[config.mk]
export PLATFORM = sky130hd
export DESIGN_NAME = muldiv_ctrl
export DESIGN_NICKNAME = d
export VERILOG_FILES = /design/src/rtl/cpu_pkg.sv /design/src/rtl/muldiv_ctrl.sv
export SDC_FILE = /design/constraint.sdc
export NUM_CORES = 1
export LEC_CHECK = 0
export ABC_AREA = 1
export ABC_CLOCK_PERIOD_IN_PS = 1300
export BUFFER_PORTS_ARGS = -buffer_cell sky130_fd_sc_hd__buf_2
export CORE_MARGIN = 2
export CORE_UTILIZATION = 30
export DETAILED_ROUTE_END_ITERATION = 10
export GPL_TIMING_DRIVEN = 0
export HOLD_SLACK_MARGIN = 0.05
export PLACE_DENSITY = 0.56
export SLEW_MARGIN = 15
export SYNTH_ARGS = -nofsm -noshare
export SYNTH_HDL_FRONTEND = slang
export SYNTH_SLANG_ARGS = --single-unit
[constraint.sdc]
create_clock -name clock -period 1.3 [get_ports clock]
set_clock_uncertainty 0.1 [all_clocks]
set_input_delay 0.195 -clock clock [delete_from_list [all_inputs] [get_ports clock]]
set_output_delay 0.195 -clock clock [all_outputs]
set_load 0.005 [all_outputs]
[src/rtl/cpu_pkg.sv]
// Shared CPU control definitions: mult/div sequencer states, op and cause encodings.
package cpu_pkg;

    typedef enum logic [2:0] {
        IDLE,
        START,
        WAIT,
        WRITE,
        EXC
    } muldiv_state_t;

    localparam logic MD_OP_MULT    = 1'b0;
    localparam logic MD_OP_DIV     = 1'b1;

    localparam logic MD_CAUSE_ZERO = 1'b0;
    localparam logic MD_CAUSE_TMO  = 1'b1;

endpackage

[src/rtl/muldiv_ctrl.sv]
// Sequencer for the shared Mult/Div units: start pulse, watchdog-bounded wait,
// High/Low write on success, single-cycle exception pulse on div-by-zero or timeout.
module muldiv_ctrl
    import cpu_pkg::*;
#(
    parameter int TIMEOUT = 40
) (
    input  logic clock,
    input  logic reset,
    input  logic req,
    input  logic op,
    input  logic StopMult,
    input  logic DivStop,
    input  logic DivZero,
    output logic StartMult,
    output logic StartDiv,
    output logic DivMultMux,
    output logic RegHighW,
    output logic RegLowW,
    output logic busy,
    output logic done,
    output logic div_zero_exc,
    output logic timeout_err
);

    localparam int CW = $clog2(TIMEOUT);
    localparam logic [CW-1:0] CNT_LAST = CW'(TIMEOUT - 1);

    muldiv_state_t r_state, w_state_next;
    logic          r_op, w_op_next;
    logic [CW-1:0] r_cnt, w_cnt_next;
    logic          r_cause, w_cause_next;
    logic          w_stop;

    // Only the selected unit's completion counts.
    assign w_stop = (r_op == MD_OP_DIV) ? DivStop : StopMult;

    always_ff @(posedge clock) begin
        if (reset) begin
            r_state <= IDLE;
            r_op    <= 1'b0;
            r_cnt   <= '0;
            r_cause <= 1'b0;
        end else begin
            r_state <= w_state_next;
            r_op    <= w_op_next;
            r_cnt   <= w_cnt_next;
            r_cause <= w_cause_next;
        end
    end

    always_comb begin
        w_state_next = r_state;
        w_op_next    = r_op;
        w_cnt_next   = r_cnt;
        w_cause_next = r_cause;
        StartMult    = 1'b0;
        StartDiv     = 1'b0;
        DivMultMux   = 1'b0;
        RegHighW     = 1'b0;
        RegLowW      = 1'b0;
        busy         = 1'b0;
        done         = 1'b0;
        div_zero_exc = 1'b0;
        timeout_err  = 1'b0;

        case (r_state)
            IDLE: begin
                if (req) begin
                    w_op_next    = op;
                    w_state_next = START;
                end
            end
            START: begin
                busy         = 1'b1;
                StartMult    = (r_op == MD_OP_MULT);
                StartDiv     = (r_op == MD_OP_DIV);
                w_cnt_next   = '0;
                w_state_next = WAIT;
            end
            WAIT: begin
                busy       = 1'b1;
                DivMultMux = ~r_op;
                // Zero beats stop, and stop beats the watchdog on its last cycle.
                if ((r_op == MD_OP_DIV) && DivZero) begin
                    w_cause_next = MD_CAUSE_ZERO;
                    w_state_next = EXC;
                end else if (w_stop) begin
                    w_state_next = WRITE;
                end else if (r_cnt == CNT_LAST) begin
                    w_cause_next = MD_CAUSE_TMO;
                    w_state_next = EXC;
                end else begin
                    w_cnt_next = r_cnt + 1'b1;
                end
            end
            WRITE: begin
                busy         = 1'b1;
                DivMultMux   = ~r_op;
                RegHighW     = 1'b1;
                RegLowW      = 1'b1;
                done         = 1'b1;
                w_state_next = IDLE;
            end
            EXC: begin
                busy         = 1'b1;
                div_zero_exc = (r_cause == MD_CAUSE_ZERO);
                timeout_err  = (r_cause == MD_CAUSE_TMO);
                w_state_next = IDLE;
            end
            default: w_state_next = IDLE;
        endcase
    end

endmodule

==> results.md, run 1 <==
- CP max FO: 7
- Post-cts hold buffer count: 0
- PwrDens: roughly 1300 nW/um^2
- WS Path Type: flip-flop to flip-flop
- Die Ht: just over 50 um
- DRC: 0
- Initial Util: between 30% and 40%
- Setup ws final: -0.1873 ns
- Synth-to-layout area growth: 62.24%
- PortBufs: 15
- Final core occ: ~50%
- CTS tree: done
- Post-DP Area: slightly below 800 um^2
- HPWL after DPL: between 1 and 1.5 mm
- Async SR Flop Fraction: 0%
- Largest vdd supply drop: around 0.84 mV
- Root Driver: clkbuf_4
- Critical path launch point type: flip-flop
- Ant. Diodes: 0
- Syn Area/Cell: between 6 and 7 um^2
- Sink Count: 11
- Seq cells post-synth: 11
- CTS clock-pin slew for the worst setup and hold paths: 0.07 ns
- Number of synthesized flops with an enable pin: 0
- Worst hold margin: approximately 0.08 ns
- Iteration-0 DRC Markers: 12
- Core footprint: about 2200 um^2
- Top_reg_cell synth: dfxtp_1
- Total global-route track usage: between 10% and 20%
- Relative slew margins: between 80% and 90%
- Endpoints failing hold: 0
- Fin. max-slew vios: 0
- Synth warn: 0
- Final Routed Wirelength: 1.982 mm
- Synth area leader: dfxtp_1
- Final setup violation count: 15
- RSZ-0062 raised after global routing: true
- Total CTS buffers: 3
- Outcome: finished with violations
- Share of cells above drive strength 1: roughly three fifths
- Largest net degree at the start of global routing: 9
- Synthesized Nets: between 100 and 150
- Violated checks: negative setup slack
- Synth top area cells: dfxtp_1 33%, nand2_1 11%, nor2_1 11%, inv_1 7.3%, a21oi_1 6.0%
- Chip Width: ~51 um
- Initial antenna violation count: 0
- Fin crit share: 114.4%
- Non-Filler Instances: about 160
- Max stage delay on crit path: 0.35 ns
- Via/cell ratio: roughly 4.8
- I/O pins: 16
- Mapped Cells: roughly 100
- Req. time, crit path: approximately 1.4 ns
- Post-synth top cells: 20 x nand2_1, 20 x nor2_1, 13 x inv_1, 11 x dfxtp_1
- Gr ovfl total: 0
- Top-area cell type share of the netlist area: 32.90%
- Antenna Violating Nets Remaining: 0
- # rows: 17
- Count of cell types in the netlist: 18
- H-tree Lvls: 1
- CP endpoint kind: flip-flop
- Avg WL per Cell: around 12 um
- Via count: a little under 800
- Clock Tree Buf Depth: 2
- Inst Count DP: between 100 and 150
- MaxCap Viol Count: 0
- First-pass GRT wire length: 2.822 mm
- Fillers: between 200 and 250
- Sequential area share after synthesis: 32.90%
- Hold Crit Class: primary input to flip-flop
- Static leakage: slightly below 0.0005 uW
- Fmax: 672.4 MHz
- Clock Latency Late Sink: ~0.27 ns
- Final Cell Area: approximately 1100 um^2
- Slowest CP cell: dfxtp_2
- CP arrival: 1.55 ns
- Most frequent CP cell: nand3_4
- # nets final: around 150
- Synth Cell Area: about 670 um^2
- Die ar.: approximately 2600 um^2
- Vias in the first global route: 706
- First drt pass iteration count: 4
- CP cell instances: ha_4, nand2_2, inv_2, nand3_4, nand3_4, buf_4, buf_6, nand3_1, a21oi_2
- Min Tclk post-route: approximately 1.5 ns
- Worst Tran Pin Value: ~0.22 ns
- GP Congestion: 0.8651
-- report_power, final --
group	internal (uW)	switching, uW
logic	306	394
clock network	119	116
registers	401	68.8
total	826	579
-- metal layers --
metal,vias up,GRT usage [%],share of wire (%),routed length (um)
met5,-,0,0,0
met2,25,22.94,51,1014
met4,0,7.018,1.8,35
li1,393,-,-,-
met3,4,5.556,5.8,114
met1,361,16.43,41,818
-- what timing repair did --
| item | in CTS | in global routing |
|---|---|---|
| pin swaps | 4 | 11 |
| endpoints found under the setup margin | 16 | 18 |
| setup buffers | 5 | 9 |
| resized for setup | 14 | 41 |
| endpoints found under the hold margin | 0 | 0 |
| gates cloned | 0 | 0 |
-- logic make-up after synthesis --
logic type,after synthesis,share of synthesized area (%)
compound gates,13,9.719
fa+ha+maj,1,1.869
buf+inv,19,11.77
flops,11,32.90
simple gates,60,43.74
-- worst paths after layout --
kind	slack, ns	cells after the start	start	end
max	-0.19	9	r_cnt[1]$_SDFFE_PP0P_	r_cnt[2]$_SDFFE_PP0P_
min	0.08	2	reset	r_cnt[3]$_SDFFE_PP0P_
min reg2reg	0.38	2	r_cause$_SDFFE_PP0P_	r_cause$_SDFFE_PP0P_
max reg2reg	-0.19	9	r_cnt[1]$_SDFFE_PP0P_	r_cnt[2]$_SDFFE_PP0P_
-- cell usage in the layout, fill, tap and decap left out, drive strengths merged, types with 3 or more instances in the layout --
cell / n
dfxtp: 11
o21ai: 5
nand3: 11
buf: 30
inv: 17
nor3: 3
a21oi: 8
clkbuf: 4
nor2: 21
nand2: 23
-- metrics by stage --
step / setup TNS, ns / worst slack, ns / power, uW
floorplan: 0 / 0.002319 / 764.8
global placement: -0.7078 / -0.1252 / 874.6
detailed placement: -0.9292 / -0.1560 / 885.5
CTS: -1.434 / -0.1570 / 1183
global route: -2.825 / -0.2429 / 1521
finish: -1.453 / -0.1873 / 1406
-- critical path: cells and delay by family, from the launching register on --
| kind | cells | cell delay, ns |
|---|---|---|
| compound gates | 1 | 0.05 |
| fa+ha+maj | 1 | 0.16 |
| buf+inv | 3 | 0.34 |
| flops | 1 | 0.35 |
| simple gates | 4 | 0.39 |
-- layout make-up --
class                           instances  area [um^2]  area share [%]
Clock buffer                            4        26.28           2.419
Buffer                                  2        22.52           2.074
Sequential cell                        11        230.2           21.20
Timing Repair Buffer                   28        200.2           18.43
Tap cell                               28        35.03           3.226
Multi-Input combinational cell         74        505.5           46.54
Inverter                               17        66.31           6.106
-- sequential cells by signal, summed over array words and instances, names as in the netlist --
signal / count
r_cnt: 6
r_state: 3
r_op: 1
r_cause: 1
Note: power is estimated with default switching activity, not from simulation.
==> run 2, diff against run 1 <==
- PLACE_DENSITY: 0.56 -> default
==> results.md, run 2 (synthesis results as in run 1) <==
- Relative slew margins: 82.98% (-2.2 points)
- Final Routed Wirelength: 1.838 mm (-7.3%)
- Fillers: 215 (+0.47%)
- Gr ovfl total: 0 (unchanged)
- Non-Filler Instances: 159 (-3.0%)
- Commonest non-fill, non-tap cell in the layout: nor2_1
- Commonest cells after routing, fill and taps aside: 15 x nor2_1, 13 x nand2_1, 13 x buf_2
- Worst Tran Pin Value: 0.2550 ns (+0.03503 ns)
- Clock Latency Late Sink: 0.27 ns (about the same)
- First-pass GRT wire length: 2.815 mm (-0.25%)
- Min Tclk post-route: 1.469 ns (-0.01792 ns)
- Clock share of power: 17.1% (+0.4 points)
- Sink Count: 11 (unchanged)
- Reg with most FFs: r_cnt
- Hold Crit Class: primary input to flip-flop
- Largest registers: r_cnt (6), r_state (3)
- GP Congestion: 0.8322 (-3.8%)
- Pint: 817.8 uW (-1.0%)
- Total global-route track usage: 14.49% (+0.23 points)
- Endpoints failing hold: 0 (unchanged)
- WS Path Type: flip-flop to output pin
- Setup ws final: -0.1694 ns (+0.01792 ns)
- Inst Count DP: 147 (unchanged)
- CTS tree: done
- Vias in the first global route: 694 (-1.7%)
- Worst hold margin: 0.06699 ns (-0.01296 ns)
- H-tree Lvls: 1 (unchanged)
- Share of cells above drive strength 1: 52.67% (-6.2 points)
- Antenna Violating Nets Remaining: 0 (unchanged)
- Largest vdd supply drop: 0.8099 mV (-3.8%)
- CP endpoint kind: output pin
- Via count: 738 (-5.7%)
- # rows: 17 (unchanged)
- # nets final: 140 (-3.4%)
- Req. time, crit path: 1.00 ns (-0.37 ns)
- Fmax: 680.6 MHz (+1.2%)
- CP max FO: 3 (-4)
- Psw: 561.2 uW (-3.1%)
- Reg2Reg Setup Slack: -0.10 ns (+0.09 ns)
- Area of the multi-input gates: 481.7 um^2 (-4.7%)
- Via/cell ratio: 4.642 (-2.8%)
- Outcome: finished with violations
- Die Ht: 51.24 um (unchanged)
- Post-cts hold buffer count: 0 (unchanged)
- Critical path launch point type: flip-flop
- Violated checks: negative setup slack
- Root Driver: clkbuf_4
- Fin crit share: 113.0% (-1.4 points)
- Seq pwr share: 34.3% (+0.9 points)
- Synth-to-layout area growth: 53.46%
- I/O pins: 16 (unchanged)
- Reg area: 230.2 um^2 (unchanged)
- Switching share of power: 40.70% (-0.53 points)
- Largest register FFs: 6 (unchanged)
- CTS clock-pin slew for the worst setup and hold paths: 0.07 ns (about the same)
- MaxCap Viol Count: 0 (unchanged)
- Chip Width: 51.24 um (unchanged)
- Fin. max-slew vios: 0 (unchanged)
- Logic pwr share: 48.6% (-1.3 points)
- Iteration-0 DRC Markers: 12 (unchanged)
- PortBufs: 15 (unchanged)
- Total CTS buffers: 3 (unchanged)
- Initial antenna violation count: 0 (unchanged)
- DRC: 0 (unchanged)
- Largest net degree at the start of global routing: 9 (unchanged)
- Core footprint: 2170 um^2 (unchanged)
- Initial Util: 30.85% (unchanged)
- Final core occ: 47.35% (-2.7 points)
- Avg WL per Cell: 11.56 um (-4.3%)
- HPWL after DPL: 1.180 mm (+4.2%)
- RSZ-0062 raised after global routing: true
- First drt pass iteration count: 5 (+1)
- Ant. Diodes: 0 (unchanged)
- Static leakage: 0.0004525 uW (-7.0%)
- PwrDens: 1342 nW/um^2 (+3.7%)
- Final setup violation count: 16 (+1)
- Die ar.: 2625 um^2 (unchanged)
- Place WS: -0.1322 ns (+0.02375 ns)
- Clock Tree Buf Depth: 2 (unchanged)
- CP arrival: 1.17 ns (-0.38 ns)
## run 2: power groups by stage
stage,Clock [uW],Combinational [uW],Sequential [uW]
after floorplan,0,325,439
after CTS,244,506,454
after detailed placement,0,433,451
after global routing,256,742,481
final,236,670,473
after global placement,0,424,448
## run 2: timing repair
item                       4_1_cts  5_1_grt
gates resized for setup         20       31
setup endpoints to repair       16       18
pin swaps                        6       13
buffers inserted                 3        5
## run 2: cell type report
class	count	share of cell area, %
well taps	28	3.410
repair buffers	23	15.83
flip-flops and latches	11	22.41
multi-input cells	74	46.89
clock buffers	4	2.558
inverters	17	6.699
plain buffers	2	2.192
## run 2: worst max-delay path, stage by stage, from the launching register on
cell	delay (ns)
dfxtp_2	0.36
inv_4	0.04
nor2_4	0.13
inv_2	0.07
nor2_4	0.11
buf_6	0.11
buf_6	0.08
## run 2: through the flow
step | total power, uW | TNS [ns] | cell area [um^2]
final | 1379 | -1.530 | 1027
after global routing | 1479 | -2.546 | 1027
after detailed placement | 884.4 | -0.8501 | 779.5
after CTS | 1204 | -1.537 | 872.1
after floorplan | 764.8 | 0 | 669.4
after global placement | 872.0 | -0.6693 | 779.5
## run 2: worst paths after layout
| path | depth (start not counted) | to | startpoint |
|---|---|---|---|
| worst max register to register | 8 | r_cnt[3]$_SDFFE_PP0P_ | r_state[0]$_SDFFE_PP0P_ |
| worst max-delay path | 6 | RegLowW | r_state[0]$_SDFFE_PP0P_ |
| worst min-delay path | 2 | r_state[1]$_SDFFE_PP0P_ | reset |
| worst min register to register | 2 | r_cause$_SDFFE_PP0P_ | r_cause$_SDFFE_PP0P_ |
## run 2: metal layers
metal	track usage, %	vias up	part of all wire [%]
met5	0	-	0
li1	-	382	-
met2	26.84	22	49
met1	14.77	330	43
met4	6.579	0	1.4
met3	4.386	4	6.1
==> run 3, diff against run 2 <==
- MAX_ROUTING_LAYER: default -> met4
- PLACE_DENSITY: default -> 0.59
==> results.md, run 3 (synthesis results as in run 1) <==
- Outcome: finished with violations
- Violated checks: negative setup slack
- Max stage delay on crit path: 0.34 ns (-0.02 ns)
- Fillers: 213 (-0.93%)
- Ant. Diodes: 0 (unchanged)
- Setup ws final: -0.1436 ns (+0.02577 ns)
- CP cell instances: inv_2, nor2_4, buf_6, nand2_4, nor2_1, buf_2
- Iteration-0 DRC Markers: 11 (-1)
- Setup TNS: -1.161 ns (+0.3687 ns)
- Clock Latency Late Sink: 0.27 ns (about the same)
- Largest net degree at the start of global routing: 9 (unchanged)
- GR peak layer: met2
- Core footprint: 2170 um^2 (unchanged)
- Total global-route track usage: 15.92% (+1.4 points)
- Worst Tran Pin Value: 0.2356 ns (-0.01947 ns)
- GR Util met2: 27.49% (+0.65 points)
- Antenna Violating Nets Remaining: 0 (unchanged)
- CP max FO: 3 (unchanged)
- WS Path Type: flip-flop to output pin
- CP arrival: 1.15 ns (-0.02 ns)
- Initial antenna violation count: 0 (unchanged)
- # rows: 17 (unchanged)
- # nets final: 144 (+2.9%)
- Final Routed Wirelength: 2.003 mm (+9.0%)
- Final core occ: 50.92% (+3.6 points)
- Relative slew margins: 84.28% (+1.3 points)
- Via/cell ratio: 4.748 (+2.3%)
- Clock Tree Buf Depth: 2 (unchanged)
- RSZ-0062 raised after global routing: true
- First-pass GRT wire length: 2.967 mm (+5.4%)
- Fmax: 692.7 MHz (+1.8%)
- Commonest non-fill, non-tap cell in the layout: nor2_1
- M1 GR Usage: 15.08% (+0.31 points)
- Die ar.: 2625 um^2 (unchanged)
- Avg WL per Cell: 12.29 um (+6.3%)
- Initial Util: 30.85% (unchanged)
- MaxCap Viol Count: 0 (unchanged)
- Place WS: -0.1692 ns (-0.03699 ns)
- PortBufs: 15 (unchanged)
- Non-Filler Instances: 163 (+2.5%)
- GP Congestion: 0.8481 (+1.9%)
- Static leakage: 0.0004956 uW (+9.5%)
- Largest registers: r_cnt (6), r_state (3)
- Req. time, crit path: 1.00 ns (about the same)
- Commonest cells after routing, fill and taps aside: 15 x nor2_1, 13 x buf_2, 10 x nand2_1
- Fin crit share: 111.0% (-2.0 points)
- Hold Crit Class: primary input to flip-flop
- First drt pass iteration count: 4 (-1)
- Die Ht: 51.24 um (unchanged)
- CTS tree: done
- H-tree Lvls: 1 (unchanged)
- Chip Width: 51.24 um (unchanged)
- Post-cts hold buffer count: 0 (unchanged)
- I/O pins: 16 (unchanged)
- Gr ovfl total: 0 (unchanged)
- Min Tclk post-route: 1.444 ns (-0.02577 ns)
- Synth-to-layout area growth: 65.05%
- Root Driver: clkbuf_4
- Reg with most FFs: r_cnt
- CTS clock-pin slew for the worst setup and hold paths: 0.07 ns (about the same)
- Critical path launch point type: flip-flop
- Grt met3 use: 5.556% (+1.2 points)
- Vias in the first global route: 748 (+7.8%)
- Share of cells above drive strength 1: 61.48% (+8.8 points)
- Worst hold margin: 0.07468 ns (+0.007697 ns)
- HPWL after DPL: 1.194 mm (+1.2%)
- Largest vdd supply drop: 0.8789 mV (+8.5%)
- Inst Count DP: 147 (unchanged)
- Slowest CP cell: dfxtp_2
- Endpoints failing hold: 0 (unchanged)
- PwrDens: 1288 nW/um^2 (-4.1%)
- DRC: 0 (unchanged)
- Via count: 774 (+4.9%)
- Largest register FFs: 6 (unchanged)
- Sink Count: 11 (unchanged)
- Fin. max-slew vios: 0 (unchanged)
- Total CTS buffers: 3 (unchanged)
- Final setup violation count: 14 (-2)
- CP endpoint kind: output pin
run 3: changes by cell type in the layout (fill, tap and decap cells not counted), sizes merged:
cell  before  now
buf       25   29
run 3: layout make-up:
cell class	count	area [um^2]	area share, %
repair buffers	27	192.7	17.44
multi-input cells	74	521.8	47.23
flip-flops and latches	11	235.2	21.29
clock buffers	4	26.28	2.378
inverters	17	71.32	6.455
well taps	28	35.03	3.171
plain buffers	2	22.52	2.039
run 3: critical path, delay by kind of cell (launching register included):
family / cells / cell delay [ns]
DFF: 1 / 0.34
buffers and inverters: 3 / 0.29
and+or+nand+nor: 3 / 0.25
run 3: power breakdown:
group          internal [uW]  switching, uW  total [uW]
clock network            119            116         235
logic                    313            396         709
registers                405           73.6         479
run 3: layer usage:
metal / share of wire, % / wire length [um]
met1: 39 / 778
met5: 0 / 0
met2: 54 / 1075
met3: 4.7 / 94
met4: 2.7 / 55
run 3: final timing paths:
check	cells after the start	startpoint	slack (ns)	to
max	6	r_state[0]$_SDFFE_PP0P_	-0.14	StartMult
min	2	reset	0.07	r_cnt[2]$_SDFFE_PP0P_
max reg2reg	9	r_cnt[1]$_SDFFE_PP0P_	-0.10	r_cnt[1]$_SDFFE_PP0P_
min reg2reg	2	r_cause$_SDFFE_PP0P_	0.38	r_cause$_SDFFE_PP0P_
run 3: timing repair:
item / in CTS / in global routing
setup endpoints to repair: 16 / 16
pin swaps: 7 / 10
buffers inserted: 9 / 3
gates resized for setup: 34 / 32
cloned: 0 / 0
run 3: through the flow:
step           power, uW  area, um^2
3_3_place_gp       873.4       779.5
3_5_place_dp       889.7       779.5
5_1_grt             1518        1105
4_1_cts             1300       973.4
6_report            1423        1105
2_1_floorplan      764.8       669.4
